File: src/rtl/instr_encoder.sv
// rtl/instr_encoder.sv - streaming RV32I R/I-load/S/B instruction encoder with 2-entry output buffer
//
// Optional feature macro: INSTR_ENCODER_RANGE_CHECK_EN (immediate range check, sticky err)
//
// Ports:
//   clk, rst            clock, asynchronous active-high reset
//   clear               synchronous flush: empty buffer, reload address, clear err
//   in_valid/in_ready   field-set handshake (in_ready registered from buffer count)
//   fmt                 0=R, 1=I-load, 2=S, 3=B
//   rd, rs1, rs2        register indices
//   funct3, funct7      function fields
//   imm                 32-bit signed immediate (byte offset for B)
//   out_valid/out_ready output handshake on buffer head
//   out_instr, out_addr encoded word and its instruction-memory byte address
//   err                 sticky: a field set was rejected
module instr_encoder #(
  parameter int              ADDR_W    = 32,
  parameter logic [ADDR_W-1:0] BASE_ADDR = '0
) (
  input  logic              clk,
  input  logic              rst,
  input  logic              clear,
  input  logic              in_valid,
  output logic              in_ready,
  input  logic [1:0]        fmt,
  input  logic [4:0]        rd,
  input  logic [4:0]        rs1,
  input  logic [4:0]        rs2,
  input  logic [2:0]        funct3,
  input  logic [6:0]        funct7,
  input  logic [31:0]       imm,
  output logic              out_valid,
  input  logic              out_ready,
  output logic [31:0]       out_instr,
  output logic [ADDR_W-1:0] out_addr,
  output logic              err
);

  localparam logic [6:0] OP_R = 7'b0110011;
  localparam logic [6:0] OP_I = 7'b0000011;
  localparam logic [6:0] OP_S = 7'b0100011;
  localparam logic [6:0] OP_B = 7'b1100011;

  // Slot 0 is always the buffer head; slot 1 is only meaningful when count is 2.
  logic [1:0]        count_q, count_d;
  logic [31:0]       instr0_q, instr0_d, instr1_q, instr1_d;
  logic [ADDR_W-1:0] addr0_q, addr0_d, addr1_q, addr1_d;
  logic [ADDR_W-1:0] addr_cnt_q, addr_cnt_d;
  logic              in_ready_q, in_ready_d;
  logic              err_q, err_d;

  logic [31:0] word;
  logic        reject;
  logic        accept, push, pop;

  always_comb begin
    word = '0;
    case (fmt)
      2'd0: word = {funct7, rs2, rs1, funct3, rd, OP_R};
      2'd1: word = {imm[11:0], rs1, funct3, rd, OP_I};
      2'd2: word = {imm[11:5], rs2, rs1, funct3, imm[4:0], OP_S};
      2'd3: word = {imm[12], imm[10:5], rs2, rs1, funct3, imm[4:1], imm[11], OP_B};
      default: word = '0;
    endcase
  end

`ifdef INSTR_ENCODER_RANGE_CHECK_EN
  logic signed [31:0] imm_s;
  assign imm_s = imm;

  always_comb begin
    reject = 1'b0;
    case (fmt)
      2'd1, 2'd2: reject = (imm_s < -2048) || (imm_s > 2047);
      2'd3:       reject = (imm_s < -4096) || (imm_s > 4094) || imm[0];
      default:    reject = 1'b0;
    endcase
  end
`else
  // Without the check the immediate is simply truncated to the encoded bits.
  logic unused_imm;
  assign unused_imm = ^{imm[31:13], imm[0]};
  assign reject     = 1'b0;
`endif

  assign out_valid = (count_q != 2'd0);
  assign accept    = in_valid && in_ready_q;
  assign push      = accept && !reject && !clear;
  assign pop       = out_valid && out_ready && !clear;

  always_comb begin
    count_d    = count_q;
    instr0_d   = instr0_q;
    instr1_d   = instr1_q;
    addr0_d    = addr0_q;
    addr1_d    = addr1_q;
    addr_cnt_d = addr_cnt_q;
    err_d      = err_q;

    if (clear) begin
      count_d    = 2'd0;
      addr_cnt_d = BASE_ADDR;
      err_d      = 1'b0;
    end else begin
      if (accept && reject) err_d = 1'b1;
      if (push) addr_cnt_d = addr_cnt_q + ADDR_W'(4);

      case ({push, pop})
        2'b10: begin
          if (count_q == 2'd0) begin
            instr0_d = word;
            addr0_d  = addr_cnt_q;
          end else begin
            instr1_d = word;
            addr1_d  = addr_cnt_q;
          end
          count_d = count_q + 2'd1;
        end
        2'b01: begin
          instr0_d = instr1_q;
          addr0_d  = addr1_q;
          count_d  = count_q - 2'd1;
        end
        // Push needs count<2 and pop needs count>0, so count is 1 here:
        // the new word simply replaces the departing head.
        2'b11: begin
          instr0_d = word;
          addr0_d  = addr_cnt_q;
        end
        default: ;
      endcase
    end

    in_ready_d = (count_d != 2'd2);
  end

  always_ff @(posedge clk or posedge rst) begin
    if (rst) begin
      count_q    <= 2'd0;
      instr0_q   <= '0;
      instr1_q   <= '0;
      addr0_q    <= '0;
      addr1_q    <= '0;
      addr_cnt_q <= BASE_ADDR;
      in_ready_q <= 1'b1;
      err_q      <= 1'b0;
    end else begin
      count_q    <= count_d;
      instr0_q   <= instr0_d;
      instr1_q   <= instr1_d;
      addr0_q    <= addr0_d;
      addr1_q    <= addr1_d;
      addr_cnt_q <= addr_cnt_d;
      in_ready_q <= in_ready_d;
      err_q      <= err_d;
    end
  end

  assign in_ready  = in_ready_q;
  assign out_instr = instr0_q;
  assign out_addr  = addr0_q;
  assign err       = err_q;

endmodule

File: config.mk
export PLATFORM = sky130hd
export DESIGN_NAME = instr_encoder
export DESIGN_NICKNAME = d
export VERILOG_FILES = /design/src/rtl/instr_encoder.sv
export SDC_FILE = /design/constraint.sdc
export NUM_CORES = 1
export LEC_CHECK = 0
export BUFFER_PORTS_ARGS = -buffer_cell sky130_fd_sc_hd__buf_4
export CAP_MARGIN = 0
export CORE_MARGIN = 3
export CORE_UTILIZATION = 52
export CTS_BUF_LIST = sky130_fd_sc_hd__clkbuf_8
export DETAILED_ROUTE_END_ITERATION = 6
export PLACE_DENSITY_LB_ADDON = 0.25
export RECOVER_POWER = 100
export SYNTH_ARGS = -nofsm -noshare
export SYNTH_HDL_FRONTEND = slang
export SYNTH_SLANG_ARGS = --single-unit
File: constraint.sdc
create_clock -name clk -period 5.15 [get_ports clk]
set_input_delay 0.7725 -clock clk [delete_from_list [all_inputs] [get_ports clk]]
set_output_delay 0.7725 -clock clk [all_outputs]
set_load 0.005 [all_outputs]
==> flow_metrics.env <==
export IMPL_rr_worst_depth=7
export IMPL_cts_sinks=151
export IMPL_cellPowerDensity_nw_per_um2=359
export IMPL_irDropWorstVdd_mv=0.206
export IMPL_status="complete, but fails checks"
export IMPL_hold_depth=2
export IMPL_drt_pass1_iter_count=4
export IMPL_end_kind="flop"
export IMPL_drv_slew=90
export IMPL_fin_crit_sh=0.742
export IMPL_die_w_um=121
export IMPL_cts_tree="done"
export IMPL_crit_required_ns=5.48
export IMPL_ys_warn_count=0
export IMPL_path_class="in -> reg"
export IMPL_antenna_cells=0
export IMPL_final_hold_violation_count=0
export IMPL_cp_num_buf_inv=3
export IMPL_total_power_mw=2.91
export IMPL_root_buffer="clkbuf_8"
export IMPL_crit_family="buffers and inverters"
export IMPL_cts_hold_buf=0
export IMPL_finalWeightedCongestion=0.818
export IMPL_max_stage_delay_ns=1.17
export IMPL_io_buffer_count=106
export IMPL_start_util=0.537
export IMPL_grt_max_degree=103
export IMPL_path_max_fanout=38
export IMPL_crit_slowest_cell="clkbuf_1"
export IMPL_core_area_um2=12800
export IMPL_leakagePower_nw=3.66
export IMPL_post_cts_buffers=0
export IMPL_overflow=0
export IMPL_violations="max-capacitance violations, max-slew violations"
export IMPL_cts_buffers=17
export IMPL_netlist_instances=631
export IMPL_synth_seq_area_share=0.551
export IMPL_grt_pass1_wl_um=24000
export IMPL_utilization=0.635
export IMPL_hpwl_um=9410
export IMPL_min_delay_path_class="reg -> reg"
export IMPL_ant_nets=0
export IMPL_grt_pass1_vias=5016
export IMPL_hold_slack_ns=0.451
export IMPL_tns_ns=0
export IMPL_grt_use_total=0.205
export IMPL_drive_gt1_frac=0.255
export IMPL_setup_viol=0
export IMPL_crit_path_start_kind="primary input"
export IMPL_path_cells="clkbuf_1 -> o21ba_2 -> and2_0 -> inv_1 -> ha_1 -> nand2_1 -> buf_4 -> mux2_2"
export IMPL_drc=0
export IMPL_drtIter0Drc=489
export IMPL_fp_dieH_um=121
export IMPL_clockBufferDepth=2
export IMPL_post_drt_wl_per_cell_um=15.8
export IMPL_viasPerCell=5.47
export IMPL_vias=4938
export IMPL_htreeDepth=4
export IMPL_fmax_mhz=262
export IMPL_ys_ff_latch=151
export IMPL_clkSlewWorstSetupHoldPaths_ns=0.07
export IMPL_io_pin_count=131
export IMPL_wirelength_um=14200
export IMPL_syn2layout_area_growth_pct=18.2
export IMPL_avgSynthCellArea_um2=10.9
export IMPL_synth_area_um2=6860
export IMPL_worst_slew_pin_slew_ns=2.53
export IMPL_cap_violations=2
export IMPL_fillers=1034
export IMPL_cts_resized=0
export IMPL_skew_ns=0.0104
export IMPL_finalNetCount=785
export IMPL_die_area_um2=14600
export IMPL_slew_headroom=-0.685
export IMPL_place_ws_ns=1.75
export IMPL_worstPathArrival_ns=4.15
export IMPL_rows=41
export IMPL_clk_latency_ns=0.45
export IMPL_antenna_found_initial=0
export IMPL_period_minus_slack_ns=3.82
export IMPL_rsz0062_at_grt="false"
export IMPL_setup_ws_ns=1.33
export IMPL_worst_path_stages=8
export IMPL_synth_distinct_cells=38
==> final timing paths <==
kind | from | end | slack, ns
setup reg to reg | in_ready | addr1_q[19] | 2.30
min in group asynchronous | rst | instr1_q[30] | 0.51
hold / removal | instr1_q[1] | instr1_q[1] | 0.45
setup / recovery | clear | addr1_q[19] | 1.33
max in group asynchronous | rst | out_instr[24] | 1.71
hold reg to reg | instr1_q[1] | instr1_q[1] | 0.45
==> routing by layer <==
layer	wire length, µm	GRT usage
met2	6960	0.343
met4	217	0.0800
met3	726	0.0452
met5	0	0
met1	6320	0.260
==> layout by cell type (no fill, tap or decap), types with 3 or more instances in the layout <==
cell type,synthesis,final
and3_1,3,3
inv_1,7,10
clkbuf_1,22,10
dfrtp_1,150,150
o21ai_0,85,85
xor2_1,10,10
a21oi_1,29,29
clkbuf_4,0,54
nand3_1,10,10
clkinv_2,0,5
ha_1,4,3
or3_1,6,6
mux2_2,49,49
or4_1,14,14
nand4_1,8,8
clkbuf_8,0,18
and4_1,4,4
nor2_1,20,20
nand2_1,92,92
conb_1,1,5
o31ai_1,14,14
buf_4,8,47
mux2i_1,59,59
bufinv_16,0,5
==> metrics by stage <==
stage          area (µm²)  instances
2_1_floorplan        6880        635
3_3_place_gp         7720        870
3_5_place_dp         7720        870
4_1_cts              8160        902
5_1_grt              8110        902
6_report             8110        902
==> cells by family after synthesis <==
group / Yosys count / share of synthesized area
AO/OA/AOI/OAI: 132 / 0.103
other: 1 / 0.000546
buffers and inverters: 55 / 0.0379
adder cells (fa/ha/maj): 4 / 0.00729
XOR/XNOR: 11 / 0.0140
multiplexers: 109 / 0.168
AND/OR/NAND/NOR: 168 / 0.118
flip-flops: 151 / 0.551
==> cells in the mapped netlist, drive strengths merged <==
library cell  count  area, µm²
a211o             1       8.76
a211oi            1       7.51
a21oi            29        145
a31oi             1       6.26
and2              3       18.8
and3              3       18.8
and4              4       35.0
buf              26        151
clkbuf           22       82.6
conb              1       3.75
dfrtp           150       3750
dfstp             1       26.3
ha                4       50.1
inv               7       26.3
mux2             50        563
mux2i            59        591
nand2            92        345
nand3            10       50.1
nand4            10       83.8
nor2             20       75.1
nor2b             2       12.5
nor3              1       5.00
nor4              1       12.5
o21ai            85        425
o21ba             1       10.0
o31ai            14        105
or2               2       12.5
or3               6       37.5
or4              14        105
xnor2             1       8.76
xor2             10       87.6
==> area by class of cell <==
type                       count  area, µm²  share of cell area
inverter                       7       31.3             0.00386
clock inverter                14        190              0.0234
sequential                   151       3780               0.466
clock buffer                  18        248              0.0305
tap                          172        215              0.0265
multi-input combinational    429       2850               0.352
timing repair buffer         111        796              0.0981
==> sequential cells by signal, indices dropped and copies added, names as in the netlist <==
| name | count |
|---|---|
| addr1_q | 30 |
| addr_cnt_q | 30 |
| count_q | 2 |
| in_ready | 1 |
| instr1_q | 29 |
| out_addr | 30 |
| out_instr | 29 |
==> worst reg2reg max path: stages (launching register included) <==
cell     delay [ns]
dfstp_1        0.61
nand2_1        0.13
or2_2          0.34
inv_1          0.08
ha_1           0.21
nand2_1        0.57
buf_4          0.49
mux2_2         0.31
==> report_power, final <==
group          internal (mW)  switching (mW)
clock                  0.578           0.416
combinational          0.231           0.213
sequential              1.37           0.101
Power figures use the tool's default switching activity.
